File: src/rtl/ezdim_backlight_driver.sv
// EZDim 1-wire dimming controller: start hold, pulse bursts that step the LED driver level down (with wrap), status outputs.
// Optional feature macro EZDIM_SHUTDOWN_EN: on disable, hold the line low for T_SHDN_US before returning to OFF.
module ezdim_backlight_driver #(
  parameter int CLK_HZ     = 27000000,
  parameter int LEVEL_W    = 5,
  parameter int LEVEL_INIT = 2**LEVEL_W-1,
  parameter int T_START_US = 100,
  parameter int T_LO_US    = 10,
  parameter int T_HI_US    = 10,
  parameter int T_SHDN_US  = 3000
) (
  input  logic               clk,
  input  logic               rst_n,
  input  logic               enable,
  input  logic [LEVEL_W-1:0] level_in,
  input  logic               level_valid,
  output logic               level_ready,
  output logic [LEVEL_W-1:0] cur_level,
  output logic               busy,
  output logic               pulse_out
);

  localparam int DIV     = CLK_HZ / 1000000;
  localparam int PRE_W   = (DIV > 1) ? $clog2(DIV) : 1;
  localparam int T_MAX_A = (T_START_US > T_LO_US) ? T_START_US : T_LO_US;
  localparam int T_MAX_B = (T_HI_US > T_SHDN_US) ? T_HI_US : T_SHDN_US;
  localparam int T_MAX   = (T_MAX_A > T_MAX_B) ? T_MAX_A : T_MAX_B;
  localparam int PH_W    = $clog2(T_MAX + 1);

  localparam logic [PRE_W-1:0]   PRE_END   = PRE_W'(DIV - 1);
  localparam logic [PH_W-1:0]    START_END = PH_W'(T_START_US - 1);
  localparam logic [PH_W-1:0]    LO_END    = PH_W'(T_LO_US - 1);
  localparam logic [PH_W-1:0]    HI_END    = PH_W'(T_HI_US - 1);
  localparam logic [LEVEL_W-1:0] MAX_L     = '1;
  localparam logic [LEVEL_W-1:0] INIT_L    = LEVEL_W'(LEVEL_INIT);
  localparam logic [LEVEL_W-1:0] INIT_CNT  = MAX_L - INIT_L;

  typedef enum logic [2:0] {S_OFF, S_START, S_IDLE, S_LOW, S_HIGH, S_SHDN} state_t;

  state_t             state_q;
  logic [PRE_W-1:0]   pre_q;
  logic [PH_W-1:0]    ph_q;
  logic [LEVEL_W-1:0] cnt_q, target_q, cur_level_q;
  logic               pulse_q, busy_q, ready_q;

  logic               tick_d, start_done_d, lo_done_d, hi_done_d;
  logic [LEVEL_W-1:0] diff_d;

  // A phase of N us ends on the Nth tick; the prescaler restarts on every phase entry.
  assign tick_d       = (pre_q == PRE_END);
  assign start_done_d = tick_d && (ph_q == START_END);
  assign lo_done_d    = tick_d && (ph_q == LO_END);
  assign hi_done_d    = tick_d && (ph_q == HI_END);
  assign diff_d       = cur_level_q - level_in;

`ifdef EZDIM_SHUTDOWN_EN
  localparam logic [PH_W-1:0] SHDN_END = PH_W'(T_SHDN_US - 1);
  logic shdn_done_d;
  assign shdn_done_d = tick_d && (ph_q == SHDN_END);
`endif

  always_ff @(posedge clk or negedge rst_n) begin
    if (!rst_n) begin
      state_q     <= S_OFF;
      pre_q       <= '0;
      ph_q        <= '0;
      cnt_q       <= '0;
      target_q    <= MAX_L;
      cur_level_q <= MAX_L;
      pulse_q     <= 1'b0;
      busy_q      <= 1'b0;
      ready_q     <= 1'b0;
    end else begin
      pre_q <= tick_d ? '0 : pre_q + 1'b1;
      if (tick_d) ph_q <= ph_q + 1'b1;
`ifdef EZDIM_SHUTDOWN_EN
      if (state_q == S_SHDN) begin
        // enable is ignored here so the device always sees the full reset low-time
        if (shdn_done_d) begin
          state_q <= S_OFF;
          busy_q  <= 1'b0;
          pre_q   <= '0;
          ph_q    <= '0;
        end
      end else
`endif
      if (!enable) begin
        pulse_q     <= 1'b0;
        ready_q     <= 1'b0;
        cur_level_q <= MAX_L;
`ifdef EZDIM_SHUTDOWN_EN
        if (state_q != S_OFF) begin
          state_q <= S_SHDN;
          busy_q  <= 1'b1;
          pre_q   <= '0;
          ph_q    <= '0;
        end else begin
          busy_q <= 1'b0;
        end
`else
        busy_q  <= 1'b0;
        state_q <= S_OFF;
`endif
      end else begin
        case (state_q)
          S_OFF: begin
            state_q <= S_START;
            pulse_q <= 1'b1;
            busy_q  <= 1'b1;
            pre_q   <= '0;
            ph_q    <= '0;
          end
          S_START: begin
            if (start_done_d) begin
              cur_level_q <= MAX_L;
              target_q    <= INIT_L;
              cnt_q       <= INIT_CNT;
              pre_q       <= '0;
              ph_q        <= '0;
              if (INIT_CNT != '0) begin
                state_q <= S_LOW;
                pulse_q <= 1'b0;
              end else begin
                state_q <= S_IDLE;
                busy_q  <= 1'b0;
                ready_q <= 1'b1;
              end
            end
          end
          S_IDLE: begin
            if (level_valid && ready_q) begin
              target_q <= level_in;
              cnt_q    <= diff_d;
              if (diff_d != '0) begin
                state_q <= S_LOW;
                pulse_q <= 1'b0;
                ready_q <= 1'b0;
                busy_q  <= 1'b1;
                pre_q   <= '0;
                ph_q    <= '0;
              end
            end
          end
          S_LOW: begin
            if (lo_done_d) begin
              cnt_q   <= cnt_q - 1'b1;
              state_q <= S_HIGH;
              pulse_q <= 1'b1;
              pre_q   <= '0;
              ph_q    <= '0;
            end
          end
          S_HIGH: begin
            if (hi_done_d) begin
              pre_q <= '0;
              ph_q  <= '0;
              if (cnt_q == '0) begin
                state_q     <= S_IDLE;
                cur_level_q <= target_q;
                busy_q      <= 1'b0;
                ready_q     <= 1'b1;
              end else begin
                state_q <= S_LOW;
                pulse_q <= 1'b0;
              end
            end
          end
          default: state_q <= S_OFF;
        endcase
      end
    end
  end

  assign level_ready = ready_q;
  assign cur_level   = cur_level_q;
  assign busy        = busy_q;
  assign pulse_out   = pulse_q;

endmodule

File: config.mk
export PLATFORM = sky130hd
export DESIGN_NAME = ezdim_backlight_driver
export DESIGN_NICKNAME = d
export VERILOG_FILES = /design/src/rtl/ezdim_backlight_driver.sv
export SDC_FILE = /design/constraint.sdc
export NUM_CORES = 1
export LEC_CHECK = 0
export BUFFER_PORTS_ARGS = -buffer_cell sky130_fd_sc_hd__buf_2
export CORE_MARGIN = 1.5
export CORE_UTILIZATION = 54
export DETAILED_ROUTE_END_ITERATION = 8
export PLACE_DENSITY = 0.76
export SKIP_CTS_REPAIR_TIMING = 1
export SLEW_MARGIN = 5
export SYNTH_ARGS = -nofsm -noshare
export SYNTH_HDL_FRONTEND = slang
export SYNTH_SLANG_ARGS = --single-unit
File: constraint.sdc
create_clock -name clk -period 2.5 [get_ports clk]
set_input_delay 0.5 -clock clk [delete_from_list [all_inputs] [get_ports clk]]
set_output_delay 0.5 -clock clk [all_outputs]
set_load 0.005 [all_outputs]
==> results.yml <==
outcome:
  outcome: "finished, violations left"
  violations: "setup timing"
synthesis:
  synth_cell_types: 52
  synth.net_count: 271
  synthMuxAreaShare_pct: 0.860
  yosysSeqAreaShare_pct: 41.4
  async_flop_share_pct: 100
  synth-xor-area-share_pct: 7.15
  synth_top_family_by_area: "simple AND/OR/NAND/NOR gates"
  synth.cell_area_um2: 2330
  yosys.area_share.simple_pct: 24.2
  synth-compound-area-share_pct: 15.3
  ys_seq_elements: 38
  syn-instance-count: 252
  synth_ff_type: "dfrtp_1"
  synth-adder-area-share_pct: 5.70
  synth_edf_count: 0
  ys.warnings.count: 0
  syn_area_per_cell_um2: 9.24
global_routing:
  antenna_found_initial: 0
  grt_pass1_vias: 1809
  grtUsageTotal_pct: 24.5
  grt_pass1_wl_mm: 8.50
  gr-total-overflow: 0
  grt_max_degree: 39
cts:
  cts_buffer_depth: 2
  cts.sinks: 38
  clk_pin_slew_ps: 80
  cts_tree: "done"
  worstSkewPairLatency_ps: 300
  cts_buffers: 5
  root_buffer: "clkbuf_8"
  htreeDepth: 2
sta:
  finalHoldViolations: 0
  skew_ps: 13.8
  max_freq_mhz: 399
  tns_ps: -3.51
  worst_pin_slew_ps: 859
  setup_slack_ps: -3.51
  period_share_pct: 100
  period_minus_slack_ps: 2500
  rsz0062_at_grt: "true"
  setup_viol: 1
  slew_headroom_pct: 42.7
  hold-worst-slack_ps: 315
  slew_violations: 0
final_layout:
  final_cell_mix: "35 x nor2_1, 28 x dfrtp_1, 24 x buf_4, 20 x nand2_1, 16 x buf_2"
  antenna_cells: 0
  mostFrequentLayoutCell: "nor2_1"
  layout.nets: 309
  syn_to_final_growth_pct: 19.9
  drive_gt1_share_pct: 29.9
  final_util_pct: 68.8
pwr:
  p_per_area_nw_per_um2: 729
  power_leakage_nw: 1.21
  p_int_mw: 1.30
  seqPwrFrac_pct: 44.2
  power_frac_clock_pct: 20.6
  swShare_pct: 36.2
  p_sw_mw: 0.736
  total_power_mw: 2.03
  pwr-share-comb_pct: 35.2
  irDropWorstVdd_uv: 398
placement:
  io_buffers: 16
  dpl.hpwl_mm: 3.57
  place_congestion: 0.837
floorplanning:
  chipHeight_um: 68.7
  std_cell_rows: 23
  initial_core_util_pct: 57.4
  dieArea_um2: 4710
  dieWidth_um: 68.7
  core_area_um2: 4060
  ios: 17
detailed_routing:
  drc: 0
  dr.pass1.iters: 5
  drt_iter0_drc: 195
  routed_wl_mm: 5.47
  num_vias: 1985
  wire_per_inst_um: 16.0
  ant_nets: 0
  viasPerCell: 5.82
setup_path:
  critPathRequiredTime_ps: 2730
  path_max_fanout: 8
  worst_setup_path_end_kind: "flop"
  worstSetupStartpointType: "flop"
  crit_type: "flop to flop"
  cp.arrival_ps: 2740
run:
  maxCapViolations: 0
hold_path:
  holdCritPathClass: "input port to async pin"
==> synthesized netlist by cell type (4+ instances only) <==
cell type | number | area, um^2
nor2_1 | 35 | 131
dfrtp_1 | 28 | 701
nand2_1 | 20 | 75.1
nor3_1 | 14 | 70.1
o21ai_0 | 14 | 70.1
inv_1 | 13 | 48.8
a21oi_1 | 12 | 60.1
xnor2_1 | 11 | 96.3
dfstp_2 | 10 | 263
ha_1 | 9 | 113
xor2_1 | 8 | 70.1
nand3_1 | 7 | 35.0
clkbuf_1 | 5 | 18.8
o22a_1 | 5 | 43.8
nor3b_1 | 4 | 30.0
==> registers in the layout, indices dropped and copies added, names as in the netlist <==
signal	count
ph_q	12
cnt_q	5
cur_level	5
pre_q	5
target_q	5
state_q	3
busy	1
level_ready	1
pulse_out	1
==> logic make-up after synthesis <==
logic type / count (synthesis)
buffers and inverters: 23
AO/OA/AOI/OAI: 51
AND/OR/NAND/NOR: 109
XOR/XNOR: 19
multiplexers: 2
adder cells (fa/ha/maj): 10
flip-flops: 38
==> critical path, cell delays in order (launching register included) <==
cell	delay, ps
dfrtp_1	380
inv_1	60
ha_1	140
or4bb_4	460
or4_4	630
nor2b_4	160
nor2_2	70
a2111oi_4	310
o221a_1	230
==> path summary, 6_finish.rpt <==
path,depth (start not counted),startpoint,slack (ps),to
min in group clk,2,target_q[4]$_DFFE_PN1P_,470,target_q[4]$_DFFE_PN1P_
min reg2reg,2,target_q[4]$_DFFE_PN1P_,470,target_q[4]$_DFFE_PN1P_
max reg2reg,8,ph_q[1]$_DFF_PN0_,-4,level_ready$_DFFE_PN0P_
max in group asynchronous,1,rst_n,1650,ph_q[1]$_DFF_PN0_
min,1,rst_n,310,pre_q[4]$_DFF_PN0_
max,8,ph_q[1]$_DFF_PN0_,-4,level_ready$_DFFE_PN0P_
==> power by group through the flow <==
stage                     clock network [mW]  logic (mW)  registers (mW)
after floorplan                            0       0.498           0.845
after global placement                     0       0.633           0.898
after detailed placement                   0       0.649           0.901
after CTS                              0.423       0.655           0.891
after global routing                   0.447       0.802           0.914
final                                  0.418       0.717           0.899
==> metrics by stage <==
step	setup slack (ps)	instance area (um^2)	instances
2_1_floorplan	94.7	2330	252
4_1_cts	-27.2	2650	338
6_report	-3.51	2790	341
3_3_place_gp	-12.6	2570	330
3_5_place_dp	-85.3	2570	330
5_1_grt	-48.7	2790	341
==> metal layers <==
metal	GRT usage, %	part of all wire, %
met5	0	0
met1	34.5	46
met3	4.38	3.9
met4	6.75	2.1
met2	38.6	48
==> area by class of cell <==
cell class              count  area, um^2
well taps                  50        62.6
inverters                  13        48.8
fillers                   317        1270
multi-input cells         191        1350
repair buffers             41         280
flip-flops and latches     38         963
clock inverters             2        10.0
clock buffers               6        72.6
Note: power is estimated with default switching activity, not from simulation.
